[config.mk]
export PLATFORM = sky130hd
export DESIGN_NAME = div_req_sequencer
export DESIGN_NICKNAME = d
export VERILOG_FILES = /design/src/rtl/div_req_sequencer.sv
export SDC_FILE = /design/constraint.sdc
export NUM_CORES = 1
export LEC_CHECK = 0
export ABC_AREA = 1
export CAP_MARGIN = 20
export CORE_MARGIN = 1
export CORE_UTILIZATION = 53
export CTS_CLUSTER_DIAMETER = 200
export DETAILED_ROUTE_END_ITERATION = 6
export PLACE_DENSITY = 0.8
export SKIP_CTS_REPAIR_TIMING = 1
export SLEW_MARGIN = 10
export SYNTH_ARGS = -nofsm -noshare
export SYNTH_HDL_FRONTEND = slang
export SYNTH_SLANG_ARGS = --single-unit
[constraint.sdc]
create_clock -name clk -period 3.1 [get_ports clk]
set_input_delay 0.62 -clock clk [delete_from_list [all_inputs] [get_ports clk]]
set_output_delay 0.62 -clock clk [all_outputs]
set_load 0.02 [all_outputs]
[src/rtl/div_req_sequencer.sv]
// Front end for the sequential divider: queues operand pairs, runs the four-phase
// REQ/ACK exchange with the divider, and hands results out in push order.
module div_req_sequencer #(
    parameter int WIDTH = 16,
    parameter int DEPTH = 4,
    parameter int CW    = $clog2(DEPTH) + 1
) (
    input  logic             clk,
    input  logic             rst_n,
    input  logic             in_valid,
    output logic             in_ready,
    input  logic [WIDTH-1:0] in_a,
    input  logic [WIDTH-1:0] in_d,
    output logic             div_req,
    output logic [WIDTH-1:0] div_a,
    output logic [WIDTH-1:0] div_d,
    input  logic             div_ack,
    input  logic             div_fdbz,
    input  logic [WIDTH-1:0] div_q,
    input  logic [WIDTH-1:0] div_r,
    output logic             out_valid,
    input  logic             out_ready,
    output logic [WIDTH-1:0] out_q,
    output logic [WIDTH-1:0] out_r,
    output logic             out_dbz,
    output logic [CW-1:0]    count
);
    localparam int AW = (DEPTH > 1) ? $clog2(DEPTH) : 1;

    typedef enum logic [1:0] {
        IDLE    = 2'd0,
        ISSUE   = 2'd1,
        RELEASE = 2'd2
    } state_t;

    logic [2*WIDTH-1:0] mem [DEPTH];

    state_t             state_reg, state_next;
    logic [AW-1:0]      wr_ptr_reg, rd_ptr_reg;
    logic [CW-1:0]      count_reg, count_next;
    logic               in_ready_reg, in_ready_next;
    logic               div_req_reg, div_req_next;
    logic [WIDTH-1:0]   div_a_reg, div_a_next;
    logic [WIDTH-1:0]   div_d_reg, div_d_next;
    logic               out_valid_reg, out_valid_next;
    logic [WIDTH-1:0]   out_q_reg, out_q_next;
    logic [WIDTH-1:0]   out_r_reg, out_r_next;
    logic               out_dbz_reg, out_dbz_next;
    logic               push, pop;

    // in_ready is a registered view of occupancy, so a pop never frees a slot
    // for a push in the same cycle.
    assign push = in_valid && in_ready_reg;

    always_ff @(posedge clk) begin
        if (push) begin
            mem[wr_ptr_reg] <= {in_a, in_d};
        end
    end

    always_comb begin
        state_next     = state_reg;
        div_req_next   = div_req_reg;
        div_a_next     = div_a_reg;
        div_d_next     = div_d_reg;
        out_valid_next = out_valid_reg;
        out_q_next     = out_q_reg;
        out_r_next     = out_r_reg;
        out_dbz_next   = out_dbz_reg;
        pop            = 1'b0;

        if (out_valid_reg && out_ready) begin
            out_valid_next = 1'b0;
        end

        case (state_reg)
            IDLE: begin
                // A lingering ACK or an unconsumed result both hold off the next issue.
                if ((count_reg != '0) && !out_valid_reg && !div_ack) begin
                    pop                      = 1'b1;
                    state_next               = ISSUE;
                    div_req_next             = 1'b1;
                    {div_a_next, div_d_next} = mem[rd_ptr_reg];
                end
            end
            ISSUE: begin
                if (div_ack) begin
                    state_next     = RELEASE;
                    div_req_next   = 1'b0;
                    out_valid_next = 1'b1;
                    out_q_next     = div_q;
                    out_r_next     = div_r;
                    out_dbz_next   = div_fdbz;
                end
            end
            RELEASE: begin
                if (!div_ack) begin
                    state_next = IDLE;
                end
            end
            default: begin
                state_next = IDLE;
            end
        endcase

        count_next    = count_reg + CW'(push) - CW'(pop);
        in_ready_next = (count_next < CW'(DEPTH));
    end

    always_ff @(posedge clk or negedge rst_n) begin
        if (!rst_n) begin
            state_reg     <= IDLE;
            wr_ptr_reg    <= '0;
            rd_ptr_reg    <= '0;
            count_reg     <= '0;
            in_ready_reg  <= 1'b0;
            div_req_reg   <= 1'b0;
            div_a_reg     <= '0;
            div_d_reg     <= '0;
            out_valid_reg <= 1'b0;
            out_q_reg     <= '0;
            out_r_reg     <= '0;
            out_dbz_reg   <= 1'b0;
        end else begin
            state_reg     <= state_next;
            count_reg     <= count_next;
            in_ready_reg  <= in_ready_next;
            div_req_reg   <= div_req_next;
            div_a_reg     <= div_a_next;
            div_d_reg     <= div_d_next;
            out_valid_reg <= out_valid_next;
            out_q_reg     <= out_q_next;
            out_r_reg     <= out_r_next;
            out_dbz_reg   <= out_dbz_next;
            if (push) begin
                wr_ptr_reg <= wr_ptr_reg + 1'b1;
            end
            if (pop) begin
                rd_ptr_reg <= rd_ptr_reg + 1'b1;
            end
        end
    end

    assign in_ready  = in_ready_reg;
    assign div_req   = div_req_reg;
    assign div_a     = div_a_reg;
    assign div_d     = div_d_reg;
    assign out_valid = out_valid_reg;
    assign out_q     = out_q_reg;
    assign out_r     = out_r_reg;
    assign out_dbz   = out_dbz_reg;
    assign count     = count_reg;

endmodule

Word level (Yosys, flattened, before mapping)
Memories as Yosys holds them, arrays and structs flattened. A register that Yosys moved wholly into a read port is not among the register bits.
Cells that the tools add are included.
Widths: inputs -> output; s select.
{"block": "totals", "out_inout_bits": 71, "elab_cells": 49, "mem_bits_rw": 128, "input_bits": 70, "regBits": 45, "mem_count": 1}
{"name": "mem", "words": 4, "width": 32, "read_ports": 1, "rd_clocked_by_memory_dff": 1, "wr": 1, "line": "36", "source": "logic [2*WIDTH-1:0] mem [DEPTH];"}
{"block": "op_classes", "eq_ne": 5, "n_addsub": 4, "mux": 14, "n_reduce_logical": 14, "magnitude_cmp": 1}
{"cell": "$mux 1", "count": 9}
{"cell": "$mux 2", "count": 3}
{"cell": "$ne 2x2->1 const B", "count": 3}
{"cell": "$pmux 2 s3", "count": 1}
{"cell": "$reduce_and 3->1", "count": 2}
{"cell": "$add 2x1->2 const B", "count": 2}
{"cell": "$logic_and 1x1->1", "count": 4}
{"cell": "$reduce_and 2->1", "count": 2}
{"cell": "$add 3x1->3", "count": 1}
{"cell": "$logic_not 1->1", "count": 3}
{"cell": "$lt 3x3->1 const B", "count": 1}
{"cell": "$reduce_bool 3->1", "count": 1}
{"cell": "$sub 3x1->3", "count": 1}
{"cell": "$eq 2x1->1 const B", "count": 1}
{"cell": "$eq 2x2->1 const B", "count": 1}
{"cell": "$logic_not 2->1", "count": 1}
{"cell": "$pmux 1 s2", "count": 1}
{"cell": "$reduce_bool 2->1", "count": 1}

Logic depth before layout (Yosys ltp)
{"block": "depth", "ltp_word": 7, "depth_mapped": 10, "mapped_depth_nobuf": 9}

Worst setup path before layout
Ideal clock, no wire load.
{"block": "synth_timing", "kind": "in2reg", "start": "in in_valid", "end": "mem mem[0][0] in the netlist's numbering (enable)", "required_ns": 2.679, "arrival_ns": 2.161, "stages": 2, "path_slack_ns": 0.518, "setup_time_ns": 0.421, "path_buffers": 0, "cell_sequence": "nand2_1 nor2_1"}
{"block": "synth_between", "elab_chain_cells": 3}
{"element": "start: declaration", "line": "10", "source": "input logic in_valid,"}
{"element": "$logic_and 1x1->1", "line": "53", "source": "assign push = in_valid && in_ready_reg;"}
{"element": "$mux 1", "line": "56", "source": "if (push) begin"}
{"element": "$mux 1 (implied by the code)", "line": "57", "source": "mem[wr_ptr_reg] <= {in_a, in_d};"}
{"element": "end: declaration", "line": "36"}
Every way passes these cells.

Worst setup path after layout
{"block": "layout_timing", "start": "reg count_reg[1] (netlist: count[1])", "end": "out count[1]"}
{"element": "start: declaration", "line": "40", "source": "logic [CW-1:0] count_reg, count_next;"}
{"element": "start signal: assignment", "line": "126", "source": "count_reg <= count_next;"}
{"element": "end: declaration", "line": "26", "source": "output logic [CW-1:0] count"}
No word-level cell between the ends.

==> flow_summary.ini <==
[placement]
hpwl_mm = 10.07
io_buffers = 140
gp_congestion = 0.7302
pre_cts_ws_ps = 485.7

[critical_path]
crit_cells = 1
path_max_fanout = 4
worst_r2r_path_depth = 9
path_delay_family = buffers and inverters
critPathLaunchType = flip-flop
r2r_slack_ps = 1120
rr_startpoint = count[1]$_DFF_PN0_
rr_endpoint = count[2]$_DFF_PN0_
slowest_delay_ps = 630
crit_path_top_delay_cell = clkdlybuf4s50_1
worstPathCellList = clkdlybuf4s50_1
path_class = reg2out
cp_data_arrival_time_ps = 1530
critical_path_buf_inv_count = 1
end_kind = output port
required_ps = 2480

[grt]
track_usage = 0.2094
grt_max_degree = 67
grt_antenna_before_repair = 0
grt_pass1_wl_mm = 26.50
first_global_vias = 5361
overflow = 0

[clocking]
htree_levels = 1
cts_tree = built
cts-root-buf = clkbuf_16
cts_inserted_buffers = 21
clk_pin_slew_ps = 60
insertion_delay_ps = 490
cts.sinks = 205
cts.path.max_buffers = 3

[sta]
hold_viol = 0
min_period_ps = 2151
final.period_utilization = 0.6938
whs_ps = 168.6
max_freq_mhz = 464.9
rsz0062_at_grt = no
worst_slew_pin_slew_ps = 688.7
slew_headroom = 0.5408
fin_skew_ps = 12.69
tns_ps = 0
finalWorstSetupSlack_ps = 949.1
setup_viol = 0
report.final.slew_viol_count = 0

[routing]
avgRoutedWirePerCell_um = 13.94
drc = 0
wirelength_mm = 16.81
drt_iter0_markers = 285
drtPass1Iterations = 5
postRouteAntennaNets = 0
vias = 5666
avgViaCountPerCell = 4.698

[power]
switchingPower_mw = 3.631
power_density_nw_per_um2 = 953.0
leakage_nw = 5.031
switching_share = 0.3561
totalPowerFinal_mw = 10.20
clkPwrFrac = 0.233
ir_worst_vdd_mv = 0.6089
p_int_mw = 6.565
seqPwrFrac = 0.390
combPwrFrac = 0.377

[synth]
synthSimpleGateAreaFrac = 0.2047
synth_top_family_by_area = simple AND/OR/NAND/NOR gates
synth.yosys.seq_area_share = 0.6793
syn_area_um2 = 8494
syn_nets = 916
synth_seq_cells = 205
syn_area_per_cell_um2 = 10.12
synth_compound_area_frac = 0.002651
synth-edff-count = 128
muxShareOfSynthArea = 0
synthXorXnorAreaFrac = 0.005155
synthAdderAreaFrac = 0.01119
synthCells = 839
synthFlopType = edfxtp_1
synthArstFlopShare = 0.3756
ys.warnings.count = 0
ys_types = 19

[final_layout]
layout-drive-gt1-share = 0.05829
nets = 1058
largest_reg_flops = 128
regMostFlops = mem
diodes = 0
post-route-util = 0.6934
synthToLayoutAreaGrowth_pct = 25.94

[status]
status = finished, final reports clean

[floorplanning]
core_um2 = 15430
start_util = 0.5506
die_h_um = 128.6
die_x_um = 128.6
rows = 45
ioPinCount = 141
die_area_um2 = 16540

[flow_run]
cap_viol_max_count = 0

[hold_path]
worstHoldPathType = in2async
-- cells by family (layout without fill, tap and decap cells) --
logic type                 after synthesis  after routing
xor gates and xnor gates                 5              5
buffers and inverters                  178            334
and+or+nand+nor                        440            440
adders and majority gates                7              7
DFF                                    205            205
AOI/OAI and AO/OA                        4              4
-- power groups by stage --
stage	registers [mW]	clock network (mW)	logic [mW]
5_1_grt	4.06	2.52	4.25
2_1_floorplan	4.52	0	1.93
3_3_place_gp	4.00	0	3.76
6_report	3.98	2.37	3.84
3_5_place_dp	4.02	0	3.86
4_1_cts	3.98	2.42	3.88
-- cells in the final DEF, fill, tap and decap left out, types with 4 or more instances in the layout --
cell type        count
clkbuf_1             4
buf_4               11
ha_1                 6
inv_2                4
clkbuf_16           21
nor2_1               5
clkinv_2             8
inv_1              140
nand3_1             65
edfxtp_1           128
nor2_4               4
nand2_1            363
dfrtp_1             76
clkdlybuf4s50_1    139
-- cells in the mapped netlist (all sizes together), types with 2 or more instances --
library cell | count | share of area
nand2 | 364 | 0.16
inv | 144 | 0.064
edfxtp | 128 | 0.45
dfrtp | 77 | 0.23
nand3 | 66 | 0.039
buf | 34 | 0.033
nor2 | 9 | 0.0040
ha | 6 | 0.0088
xor2 | 3 | 0.0031
o21ai | 2 | 0.0012
xnor2 | 2 | 0.0021
-- layer usage --
| layer | wire length, um | global-route usage |
|---|---|---|
| met5 | 0 | 0 |
| met4 | 631 | 0.09135 |
| met3 | 919 | 0.03701 |
| met2 | 8500 | 0.3707 |
| met1 | 6754 | 0.2520 |
-- worst max path at each step --
stage                                  start             endpoint  slack, ps
final                     count[1]$_DFF_PN0_             count[1]        950
after global placement               div_ack   in_ready$_DFF_PN0_        550
after detailed placement             div_ack   in_ready$_DFF_PN0_        490
after global routing      count[1]$_DFF_PN0_             count[1]        870
after floorplan                     in_valid  mem[0][0]$_DFFE_PP_        520
after CTS                 count[1]$_DFF_PN0_             count[1]        940
-- per-stage QoR --
step	cell area, um^2	instances
floorplan	8494	839
global placement	10050	1169
detailed placement	10050	1169
CTS	10700	1206
global route	10700	1206
finish	10700	1206
-- layout make-up --
class	instances	area (um^2)
sequential	205	5772
multi-input combinational	456	1936
fill	1175	4730
inverter	144	540.5
timing repair buffer	153	1534
clock buffer	28	581.8
clock inverter	9	70.07
tap	211	264.0
No activity file was read; power rests on OpenSTA's default activity.
